==> config.mk <==
export PLATFORM = sky130hd
export DESIGN_NAME = config_loader
export DESIGN_NICKNAME = d
export VERILOG_FILES = /design/src/rtl/config_loader.sv
export SDC_FILE = /design/constraint.sdc
export NUM_CORES = 1
export LEC_CHECK = 0
export ABC_AREA = 1
export BUFFER_PORTS_ARGS = -buffer_cell sky130_fd_sc_hd__buf_2
export CAP_MARGIN = 40
export CORE_MARGIN = 5
export CORE_UTILIZATION = 45
export DETAILED_ROUTE_END_ITERATION = 16
export PLACE_DENSITY = 0.64
export SYNTH_ARGS = -nofsm -noshare
export SYNTH_HDL_FRONTEND = slang
export SYNTH_SLANG_ARGS = --single-unit
==> constraint.sdc <==
create_clock -name clk -period 7.1 [get_ports clk]
set_input_delay 0.71 -clock clk [delete_from_list [all_inputs] [get_ports clk]]
set_output_delay 0.71 -clock clk [all_outputs]
set_load 0.03 [all_outputs]
==> src/rtl/config_loader.sv <==
// Configuration stream loader: parses 5-byte frames (tile addr + LE word)
// and broadcasts each word with a one-hot per-tile write strobe.
module config_loader #(
  parameter int NUM_TILES = 16
) (
  input  logic                 clk,
  input  logic                 reset,
  input  logic [7:0]           in_data,
  input  logic                 in_valid,
  output logic                 in_ready,
  output logic [31:0]          config_data,
  output logic [NUM_TILES-1:0] config_en,
  output logic                 done,
  output logic                 error,
  output logic [15:0]          frame_count
);

  typedef enum logic [1:0] {
    IDLE,
    DATA,
    WRITE,
    DONE
  } state_t;

  localparam logic [8:0] NT = 9'(NUM_TILES);

  state_t      state_q, state_d;
  logic [1:0]  cnt_q, cnt_d;
  logic [7:0]  addr_q, addr_d;
  logic [31:0] asm_q, asm_d;
  logic [31:0] cdat_q, cdat_d;
  logic        err_q, err_d;
  logic [15:0] fc_q, fc_d;

  logic acc;
  logic wr;
  logic addr_ok;

  assign in_ready    = (state_q == IDLE) || (state_q == DATA);
  assign acc         = in_valid && in_ready;
  assign wr          = (state_q == WRITE);
  assign addr_ok     = ({1'b0, addr_q} < NT);
  assign config_data = wr ? asm_q : cdat_q;
  assign done        = (state_q == DONE);
  assign error       = err_q;
  assign frame_count = fc_q;

  // One-hot strobe only in a WRITE cycle whose latched address is in range
  always_comb begin
    config_en = '0;
    for (int i = 0; i < NUM_TILES; i++) begin
      if (wr && addr_ok && (addr_q == 8'(i))) begin
        config_en[i] = 1'b1;
      end
    end
  end

  // Next-state: header decode, byte assembly, write bookkeeping
  always_comb begin
    state_d = state_q;
    cnt_d   = cnt_q;
    addr_d  = addr_q;
    asm_d   = asm_q;
    cdat_d  = cdat_q;
    err_d   = err_q;
    fc_d    = fc_q;
    case (state_q)
      IDLE: begin
        if (acc) begin
          if (in_data == 8'hFF) begin
            state_d = DONE;
          end else begin
            addr_d  = in_data;
            cnt_d   = 2'd0;
            state_d = DATA;
          end
        end
      end
      DATA: begin
        if (acc) begin
          asm_d[{cnt_q, 3'b000} +: 8] = in_data;
          cnt_d = cnt_q + 2'd1;
          if (cnt_q == 2'd3) begin
            state_d = WRITE;
          end
        end
      end
      WRITE: begin
        state_d = IDLE;
        if (addr_ok) begin
          cdat_d = asm_q;
          if (fc_q != 16'hFFFF) begin
            fc_d = fc_q + 16'd1;
          end
        end else begin
          err_d = 1'b1;
        end
      end
      DONE: begin
        state_d = DONE;
      end
      default: begin
        state_d = IDLE;
      end
    endcase
  end

  // State registers with synchronous reset
  always_ff @(posedge clk) begin
    if (reset) begin
      state_q <= IDLE;
      cnt_q   <= 2'd0;
      addr_q  <= 8'd0;
      asm_q   <= 32'd0;
      cdat_q  <= 32'd0;
      err_q   <= 1'b0;
      fc_q    <= 16'd0;
    end else begin
      state_q <= state_d;
      cnt_q   <= cnt_d;
      addr_q  <= addr_d;
      asm_q   <= asm_d;
      cdat_q  <= cdat_d;
      err_q   <= err_d;
      fc_q    <= fc_d;
    end
  end

endmodule

==> impl_results.html, run 1 <==
<table>
<tr><th>Metric</th><th>Value</th></tr>
<tr><th colspan="2">Worst setup path</th></tr>
<tr><td>Worst path max stage delay</td><td>550 ps</td></tr>
<tr><td>Critical Path Source</td><td>state_q[0]</td></tr>
<tr><td>Crit. path cell count</td><td>8</td></tr>
<tr><td>Required @ worst endpoint</td><td>about 6400 ps</td></tr>
<tr><td>Reg-to-Reg Start</td><td>cnt_q[0]</td></tr>
<tr><td>Critical path buffers and inverters</td><td>4</td></tr>
<tr><td>Arrival @ worst endpoint</td><td>2440 ps</td></tr>
<tr><td>Crit path max fanout</td><td>35</td></tr>
<tr><td>Cell Chain, Critical Path</td><td>inv_1 -&gt; ha_2 -&gt; buf_16 -&gt; inv_1 -&gt; nor2_4 -&gt; nand3_1 -&gt; nor2_1 -&gt; buf_2</td></tr>
<tr><td>Most common cell type on the critical path</td><td>sky130_fd_sc_hd__inv_1</td></tr>
<tr><td>Worst setup path category</td><td>reg2out</td></tr>
<tr><td>Critical-path cell with the highest stage delay</td><td>sky130_fd_sc_hd__ha_2</td></tr>
<tr><td>Sort of element at the end of the critical path</td><td>primary output</td></tr>
<tr><td>Depth of the worst register-to-register path</td><td>6</td></tr>
<tr><td>Family with the most delay on the worst path</td><td>buffers and inverters</td></tr>
<tr><td>Critical path launch point type</td><td>register</td></tr>
<tr><th colspan="2">Timing</th></tr>
<tr><td>Post-route setup slack</td><td>3950 ps</td></tr>
<tr><td>Final hold slack</td><td>around 450 ps</td></tr>
<tr><td>Worst Max-Slew Pin Slew</td><td>~800 ps</td></tr>
<tr><td>Portion of the clock cycle consumed by the worst path in the final layout</td><td>between 40% and 50%</td></tr>
<tr><td>Post-Route Setup TNS</td><td>0 ps</td></tr>
<tr><td>Max Slew Vio Count</td><td>0</td></tr>
<tr><td>Hold violation total from the final report</td><td>0</td></tr>
<tr><td>Fmax</td><td>317.4 MHz</td></tr>
<tr><td>Relative slew margins</td><td>44.87%</td></tr>
<tr><td>Number of endpoints failing setup at the final stage</td><td>0</td></tr>
<tr><td>Worst setup skew after layout</td><td>13.07 ps</td></tr>
<tr><td>Post-layout minimum cycle time</td><td>between 3000 and 4000 ps</td></tr>
<tr><td>Unrepaired setup endpoints after global routing</td><td>false</td></tr>
<tr><th colspan="2">Clock tree</th></tr>
<tr><td>Clock tree from TritonCTS</td><td>done</td></tr>
<tr><td>Post-cts resize count</td><td>0</td></tr>
<tr><td>Clock Root Buffer</td><td>sky130_fd_sc_hd__clkbuf_8</td></tr>
<tr><td>Maximum buffer depth of the clock tree</td><td>2</td></tr>
<tr><td>Clk sink count</td><td>between 90 and 100</td></tr>
<tr><td>Htree depth</td><td>3</td></tr>
<tr><td>Post-CTS Setup Repair Bufs</td><td>0</td></tr>
<tr><td>Latest clock arrival within the worst-skew pair</td><td>between 300 and 400 ps</td></tr>
<tr><td>Clock-pin slew of the registers on the worst-case setup and hold paths</td><td>roughly 100 ps</td></tr>
<tr><td>Inserted Clock Buffers</td><td>9</td></tr>
<tr><td>Hold_buf cts</td><td>0</td></tr>
<tr><th colspan="2">Synth</th></tr>
<tr><td>Mean instance size in the synthesized netlist</td><td>a little under 7 um^2</td></tr>
<tr><td>Seq/Total Area, Yosys</td><td>about 42%</td></tr>
<tr><td>#FFs+latches synth</td><td>93</td></tr>
<tr><td>Post-synth cell types</td><td>28</td></tr>
<tr><td>Post-synthesis cell count</td><td>635</td></tr>
<tr><td>Syn_nets</td><td>around 660</td></tr>
<tr><td>Mapped Area</td><td>4410 um^2</td></tr>
<tr><td>Syn. warnings</td><td>0</td></tr>
<tr><th colspan="2">Global routing</th></tr>
<tr><td>Initial antenna violation count</td><td>0</td></tr>
<tr><td>Residual overflow from global routing</td><td>0</td></tr>
<tr><td>Layer with the highest usage</td><td>met2</td></tr>
<tr><td>M2 GR Usage</td><td>~28%</td></tr>
<tr><td>Total global routing track utilization</td><td>approximately 19%</td></tr>
<tr><td>Maximum number of pins on one net before global-route repair</td><td>63</td></tr>
<tr><td>Met3 Use GR</td><td>around 3.8%</td></tr>
<tr><td>Via count of the first global-routing pass</td><td>3680</td></tr>
<tr><td>Met1 layer usage reported by global route</td><td>25.68%</td></tr>
<tr><td>Global-route wire length before repair</td><td>around 18000 um</td></tr>
<tr><th colspan="2">Place</th></tr>
<tr><td>Number of buffers added on ports</td><td>slightly below 80</td></tr>
<tr><td>Number of cells after detailed placement</td><td>around 820</td></tr>
<tr><td>Worst slack at placement</td><td>4353 ps</td></tr>
<tr><td>Detail Placement HPWL</td><td>between 7000 and 8000 um</td></tr>
<tr><td>Final Wtd Congestion</td><td>approximately 0.85</td></tr>
<tr><th colspan="2">Route</th></tr>
<tr><td>DRC violation count after routing</td><td>0</td></tr>
<tr><td>Post-DRT Antenna Nets</td><td>0</td></tr>
<tr><td>Post-detailed-route via-to-cell ratio</td><td>around 5</td></tr>
<tr><td>Count of vias placed by the detailed router</td><td>4191</td></tr>
<tr><td>Routed wire length</td><td>approximately 11000 um</td></tr>
<tr><td>Violation count after the first detailed-routing iteration</td><td>approximately 120</td></tr>
<tr><td>Detailed-route wire length per cell</td><td>about 13 um</td></tr>
<tr><td>First-pass iteration count of the detailed router</td><td>4</td></tr>
<tr><th colspan="2">Power and ir drop</th></tr>
<tr><td>Areal power density over the cells</td><td>301.4 nW/um^2</td></tr>
<tr><td>Worst supply voltage drop on vdd</td><td>between 0.0002 and 0.0003 V</td></tr>
<tr><td>Total power after layout</td><td>around 0.0015 W</td></tr>
<tr><td>Static Leak</td><td>approximately 2 nW</td></tr>
<tr><th colspan="2">Min path</th></tr>
<tr><td>Worst hold stages</td><td>2</td></tr>
<tr><td>HP Start</td><td>addr_q[7]</td></tr>
<tr><td>Type of the most critical hold path</td><td>reg2reg</td></tr>
<tr><th colspan="2">Die</th></tr>
<tr><td>Floorplan die width</td><td>about 110 um</td></tr>
<tr><td>Core Region</td><td>9684 um^2</td></tr>
<tr><td>Top-level port count</td><td>78</td></tr>
<tr><td>Initial cell density of the core</td><td>a little under half</td></tr>
<tr><td>Num rows</td><td>36</td></tr>
<tr><td>Full die area</td><td>11880 um^2</td></tr>
<tr><td>Die height</td><td>between 100 and 150 um</td></tr>
<tr><th colspan="2">Final layout</th></tr>
<tr><td>Layout cell share with drive strength beyond 1</td><td>16.12%</td></tr>
<tr><td>FILL cells</td><td>971</td></tr>
<tr><td>Final cell count without fillers</td><td>834</td></tr>
<tr><td>Area growth from synthesis to layout</td><td>15.18%</td></tr>
<tr><td>Number of nets in the final layout</td><td>roughly 700</td></tr>
<tr><td>Antenna Cells</td><td>0</td></tr>
<tr><th colspan="2">Flow run</th></tr>
<tr><td>Max_cap viols</td><td>0</td></tr>
<tr><th colspan="2">Run status</th></tr>
<tr><td>Run status</td><td>finished, final reports clean</td></tr>
</table>
==> area by class of cell <==
cell class                 instances  area (um^2)  share of cell area [%]
clock inverter                     7        65.06                   1.281
tap                              133        166.4                   3.276
clock buffer                       9        123.9                   2.438
sequential                        93         1862                   36.65
inverter                          62        234.0                   4.606
multi-input combinational        450         2188                   43.08
timing repair buffer              80        440.4                   8.670
==> cell usage after synthesis (all sizes together) <==
cell	instances	area (um^2)
dfxtp	93	1862
nand4	5	31.28
inv	60	225.2
a21oi	90	450.4
or3	8	50.05
xnor2	1	8.760
nand2	136	525.5
xor2	1	8.760
ha	11	137.6
nand3	35	180.2
nor3	2	10.01
clkinv	2	8.750
buf	11	57.55
o21ai	88	444.2
nor3b	1	18.77
or3b	8	70.07
clkbuf	19	71.32
nor2	64	250.2
==> kinds of logic after synthesis <==
group                    Yosys count  synth area share, %
buffers and inverters             92                8.227
AND/OR/NAND/NOR                  259                25.76
XOR/XNOR                           2               0.3972
adder cells (fa/ha/maj)           11                3.121
AO/OA/AOI/OAI                    178                20.28
flip-flops                        93                42.21
==> final timing paths <==
kind                                endpoint  slack, ps
worst min-delay path               addr_q[7]        450
worst min register to register     addr_q[7]        450
worst max register to register     asm_q[23]       4260
worst max-delay path            config_en[0]       3950
==> where the power goes <==
group	leakage [nW]	total [W]	switching, W	internal [W]
Clock	0.0938	0.000345	0.000209	0.000135
Sequential	0.754	0.000639	0.0000418	0.000597
Combinational	1.16	0.000548	0.000388	0.000160
Total	2.01	0.00153	0.000639	0.000892
==> metrics by stage <==
stage | util (%) | instance area (um^2)
CTS | 52.45 | 5080
detailed placement | 50.50 | 4891
global route | 52.45 | 5080
finish | 52.45 | 5080
global placement | 50.01 | 4843
floorplan | - | 4410
==> layer usage <==
metal	wire length, um	vias to the layer above
met4	171	0
met3	479	13
li1	-	2199
met2	4830	77
met5	0	-
met1	5412	1902
==> registers in the layout, indices dropped and copies added, names as in the netlist <==
signal and cells:
error 1, frame_count 16, addr_q 8, cnt_q 2, state_q 2, cdat_q 32
asm_q 32
==> layout by cell type, fill, tap and decap left out, types with 2 or more instances in the layout <==
master                     netlist  final
sky130_fd_sc_hd__nand2_2         3      3
sky130_fd_sc_hd__clkinv_1        1      2
sky130_fd_sc_hd__ha_1           11     10
sky130_fd_sc_hd__or3b_2          6      6
sky130_fd_sc_hd__dfxtp_1        93     93
sky130_fd_sc_hd__inv_8           0      2
sky130_fd_sc_hd__or3b_1          2      2
sky130_fd_sc_hd__nor3_1          2      2
sky130_fd_sc_hd__o21ai_0        87     87
sky130_fd_sc_hd__a21oi_1        90     90
sky130_fd_sc_hd__nor2_1         62     62
sky130_fd_sc_hd__clkbuf_8        0      9
sky130_fd_sc_hd__or3_1           8      8
sky130_fd_sc_hd__nand2_1       132    132
sky130_fd_sc_hd__nand3_1        34     34
sky130_fd_sc_hd__buf_2           7     77
sky130_fd_sc_hd__nand4_1         5      5
sky130_fd_sc_hd__clkinv_4        0      3
sky130_fd_sc_hd__inv_1          60     59
==> worst min-delay path: stages, from the launching register on <==
cell	delay, ps
sky130_fd_sc_hd__dfxtp_1	320
sky130_fd_sc_hd__inv_1	50
sky130_fd_sc_hd__a21oi_1	50
Note: power is estimated with default switching activity, not from simulation.
==> inputs of run 2 (changes only) <==
--- a/config.mk
+++ b/config.mk
@@ -11,7 +11,7 @@
 export CORE_MARGIN = 5
 export CORE_UTILIZATION = 45
 export DETAILED_ROUTE_END_ITERATION = 16
-export PLACE_DENSITY = 0.64
+export PLACE_DENSITY = 0.67
 export SYNTH_ARGS = -nofsm -noshare
 export SYNTH_HDL_FRONTEND = slang
 export SYNTH_SLANG_ARGS = --single-unit
==> constraint.sdc (replaced) <==
create_clock -name clk -period 2.7 [get_ports clk]
set_input_delay 0.27 -clock clk [delete_from_list [all_inputs] [get_ports clk]]
set_output_delay 0.27 -clock clk [all_outputs]
set_load 0.03 [all_outputs]
==> run 2 against run 1 <==
Effect of this change: utilization rose by 0.17 points; sequential cell count did not move; routed wire length rose by 0.21%; via count rose by 1.8%; sequential power rose to 2.6 times the previous value; combinational power rose to 2.6 times the previous value; critical endpoint is now asm_q[27]; largest cell class unchanged; highest routed layer unchanged.
==> impl_results.html, run 2 (synthesis gave the netlist of run 1 again) <==
<table>
<tr><th>Metric</th><th>Value</th></tr>
<tr><th colspan="2">Min path</th></tr>
<tr><td>Type of the most critical hold path</td><td>in2reg</td></tr>
<tr><td>End of the worst hold path</td><td>asm_q[23]</td></tr>
<tr><td>Worst hold stages</td><td>3 (+1)</td></tr>
<tr><td>HP Start</td><td>in_data[7]</td></tr>
<tr><th colspan="2">Clock tree</th></tr>
<tr><td>Inserted Clock Buffers</td><td>9 (unchanged)</td></tr>
<tr><td>Post-cts resize count</td><td>0 (unchanged)</td></tr>
<tr><td>Latest clock arrival within the worst-skew pair</td><td>370 ps (about the same)</td></tr>
<tr><td>Post-CTS Setup Repair Bufs</td><td>0 (unchanged)</td></tr>
<tr><td>Clock tree from TritonCTS</td><td>done</td></tr>
<tr><td>Maximum buffer depth of the clock tree</td><td>2 (unchanged)</td></tr>
<tr><td>Htree depth</td><td>3 (unchanged)</td></tr>
<tr><td>Clock Root Buffer</td><td>sky130_fd_sc_hd__clkbuf_8</td></tr>
<tr><td>Clk sink count</td><td>93 (unchanged)</td></tr>
<tr><td>Clock-pin slew of the registers on the worst-case setup and hold paths</td><td>90 ps (about the same)</td></tr>
<tr><td>Hold_buf cts</td><td>0 (unchanged)</td></tr>
<tr><th colspan="2">Worst setup path</th></tr>
<tr><td>Depth of the worst register-to-register path</td><td>5 (-1)</td></tr>
<tr><td>Sort of element at the end of the critical path</td><td>register</td></tr>
<tr><td>Critical-path cell with the highest stage delay</td><td>sky130_fd_sc_hd__dfxtp_1</td></tr>
<tr><td>Reg-to-Reg Start</td><td>cnt_q[0]</td></tr>
<tr><td>Cell Chain, Critical Path</td><td>clkinv_1 -&gt; ha_1 -&gt; nor2_1 -&gt; or3b_2 -&gt; a21oi_1</td></tr>
<tr><td>Worst path max stage delay</td><td>570 ps (+20 ps)</td></tr>
<tr><td>Crit path max fanout</td><td>13 (-63%)</td></tr>
<tr><td>Critical path launch point type</td><td>register</td></tr>
<tr><td>Required @ worst endpoint</td><td>3010 ps (-3380 ps)</td></tr>
<tr><td>Arrival @ worst endpoint</td><td>2510 ps (+70 ps)</td></tr>
<tr><td>Endpoint of the most critical register-to-register path</td><td>asm_q[27]</td></tr>
<tr><td>Worst setup path category</td><td>reg2reg</td></tr>
<tr><td>Setup slack on the worst flop-to-flop path</td><td>500 ps (-3760 ps)</td></tr>
<tr><th colspan="2">Die</th></tr>
<tr><td>Floorplan die width</td><td>109 um (unchanged)</td></tr>
<tr><td>Initial cell density of the core</td><td>45.54% (unchanged)</td></tr>
<tr><td>Full die area</td><td>11880 um^2 (unchanged)</td></tr>
<tr><td>Die height</td><td>109 um (unchanged)</td></tr>
<tr><td>Top-level port count</td><td>78 (unchanged)</td></tr>
<tr><td>Core Region</td><td>9684 um^2 (unchanged)</td></tr>
<tr><td>Num rows</td><td>36 (unchanged)</td></tr>
<tr><th colspan="2">Global routing</th></tr>
<tr><td>Maximum number of pins on one net before global-route repair</td><td>50 (-21%)</td></tr>
<tr><td>Residual overflow from global routing</td><td>0 (unchanged)</td></tr>
<tr><td>Via count of the first global-routing pass</td><td>3776 (+2.6%)</td></tr>
<tr><td>Total global routing track utilization</td><td>19.15% (+0.60 points)</td></tr>
<tr><td>Global-route wire length before repair</td><td>18120 um (+2.7%)</td></tr>
<tr><td>Initial antenna violation count</td><td>0 (unchanged)</td></tr>
<tr><th colspan="2">Route</th></tr>
<tr><td>DRC violation count after routing</td><td>0 (unchanged)</td></tr>
<tr><td>Post-DRT Antenna Nets</td><td>0 (unchanged)</td></tr>
<tr><td>Detailed-route wire length per cell</td><td>13.01 um (-0.39%)</td></tr>
<tr><td>Violation count after the first detailed-routing iteration</td><td>258 (+110%)</td></tr>
<tr><td>Post-detailed-route via-to-cell ratio</td><td>5.086 (+1.2%)</td></tr>
<tr><td>Count of vias placed by the detailed router</td><td>4267 (+1.8%)</td></tr>
<tr><td>First-pass iteration count of the detailed router</td><td>5 (+1)</td></tr>
<tr><td>Routed wire length</td><td>10920 um (+0.21%)</td></tr>
<tr><th colspan="2">Timing</th></tr>
<tr><td>Post-route setup slack</td><td>496.2 ps (-3453 ps)</td></tr>
<tr><td>Max Slew Vio Count</td><td>0 (unchanged)</td></tr>
<tr><td>Worst setup skew after layout</td><td>7.903 ps (-5.163 ps)</td></tr>
<tr><td>Relative slew margins</td><td>66.46% (+22 points)</td></tr>
<tr><td>Worst Max-Slew Pin Slew</td><td>501.2 ps (-322.7 ps)</td></tr>
<tr><td>Hold violation total from the final report</td><td>0 (unchanged)</td></tr>
<tr><td>Post-Route Setup TNS</td><td>0 ps (unchanged)</td></tr>
<tr><td>Fmax</td><td>453.8 MHz</td></tr>
<tr><td>Post-layout minimum cycle time</td><td>roughly 2200 ps</td></tr>
<tr><td>Unrepaired setup endpoints after global routing</td><td>false</td></tr>
<tr><td>Portion of the clock cycle consumed by the worst path in the final layout</td><td>81.62%</td></tr>
<tr><td>Number of endpoints failing setup at the final stage</td><td>0 (unchanged)</td></tr>
<tr><th colspan="2">Power and ir drop</th></tr>
<tr><td>Areal power density over the cells</td><td>798.2 nW/um^2 (+160%)</td></tr>
<tr><td>Static Leak</td><td>2.024 nW (+0.85%)</td></tr>
<tr><td>Worst supply voltage drop on vdd</td><td>0.0003577 V (+29%)</td></tr>
<tr><th colspan="2">Final layout</th></tr>
<tr><td>Area growth from synthesis to layout</td><td>15.55%</td></tr>
<tr><td>Antenna Cells</td><td>0 (unchanged)</td></tr>
<tr><td>Leading cell type in the layout, fill and taps excluded</td><td>sky130_fd_sc_hd__nand2_1</td></tr>
<tr><td>Layout cell share with drive strength beyond 1</td><td>16.57% (+0.45 points)</td></tr>
<tr><td>Top library cells by usage in the layout, fill and taps aside</td><td>sky130_fd_sc_hd__nand2_1, sky130_fd_sc_hd__dfxtp_1, sky130_fd_sc_hd__a21oi_1, sky130_fd_sc_hd__o21ai_0, sky130_fd_sc_hd__buf_2</td></tr>
<tr><td>Number of nets in the final layout</td><td>723 (+0.70%)</td></tr>
<tr><th colspan="2">Place</th></tr>
<tr><td>Worst slack at placement</td><td>530.2 ps (-3823 ps)</td></tr>
<tr><td>Detail Placement HPWL</td><td>7887 um (+1.1%)</td></tr>
<tr><td>Final Wtd Congestion</td><td>0.8686 (+2.7%)</td></tr>
<tr><td>Number of buffers added on ports</td><td>77 (unchanged)</td></tr>
<tr><th colspan="2">Run status</th></tr>
<tr><td>Run status</td><td>finished, final reports clean</td></tr>
<tr><th colspan="2">Flow run</th></tr>
<tr><td>Max_cap viols</td><td>0 (unchanged)</td></tr>
</table>
## run 2: worst max-delay path by stage
stage / startpoint / to / slack, ps / depth (start not counted)
global route: cnt_q[0] / asm_q[17] / 270 / 6
global placement: cnt_q[0] / asm_q[31] / 670 / 5
floorplan: cnt_q[0] / asm_q[24] / 480 / 7
finish: cnt_q[0] / asm_q[27] / 500 / 5
detailed placement: cnt_q[0] / asm_q[27] / 530 / 5
CTS: cnt_q[0] / asm_q[27] / 490 / 5
## run 2: cell type report
class	instances	area, um^2
multi-input combinational	450	2188
inverter	62	234.0
clock buffer	11	141.4
sequential	93	1862
timing repair buffer	85	445.4
clock inverter	5	58.81
fill	956	4588
tap	133	166.4
## run 2: report_power, final
part	internal (W)	leakage [nW]	total (W)	switching (W)
clock network	0.000455	0.0959	0.000961	0.000505
logic	0.000401	1.17	0.00143	0.00103
registers	0.00157	0.754	0.00168	0.000109
## run 2: layer usage
layer	up-vias	part of all wire, %	GRT usage (%)
met4	0	1.4	5.951
met1	1941	48	26.69
met2	102	45	28.90
met5	-	0	0
li1	2209	-	-
met3	15	6.1	5.033
## run 2: per-stage QoR
| step | utilization (%) | cell area [um^2] | std cells | total power (W) | hold WS, ps |
|---|---|---|---|---|---|
| after detailed placement | 50.56 | 4896 | 823 | 0.003139 | 440.9 |
| after floorplan | - | 4410 | 635 | 0.002767 | 349.3 |
| after global routing | 52.62 | 5096 | 839 | 0.004359 | 200.9 |
| after global placement | 50.56 | 4896 | 823 | 0.003082 | 433.0 |
| final | 52.62 | 5096 | 839 | 0.004068 | 221.4 |
| after CTS | 52.62 | 5096 | 839 | 0.004101 | 202.7 |
## run 2: worst max-delay path: cells and delay by family, from the launching register on
kind	cells	cell delay (ps)
AND/OR/NAND/NOR	2	850
flip-flops	1	570
adder cells (fa/ha/maj)	1	400
buffers and inverters	1	170
AO/OA/AOI/OAI	1	140
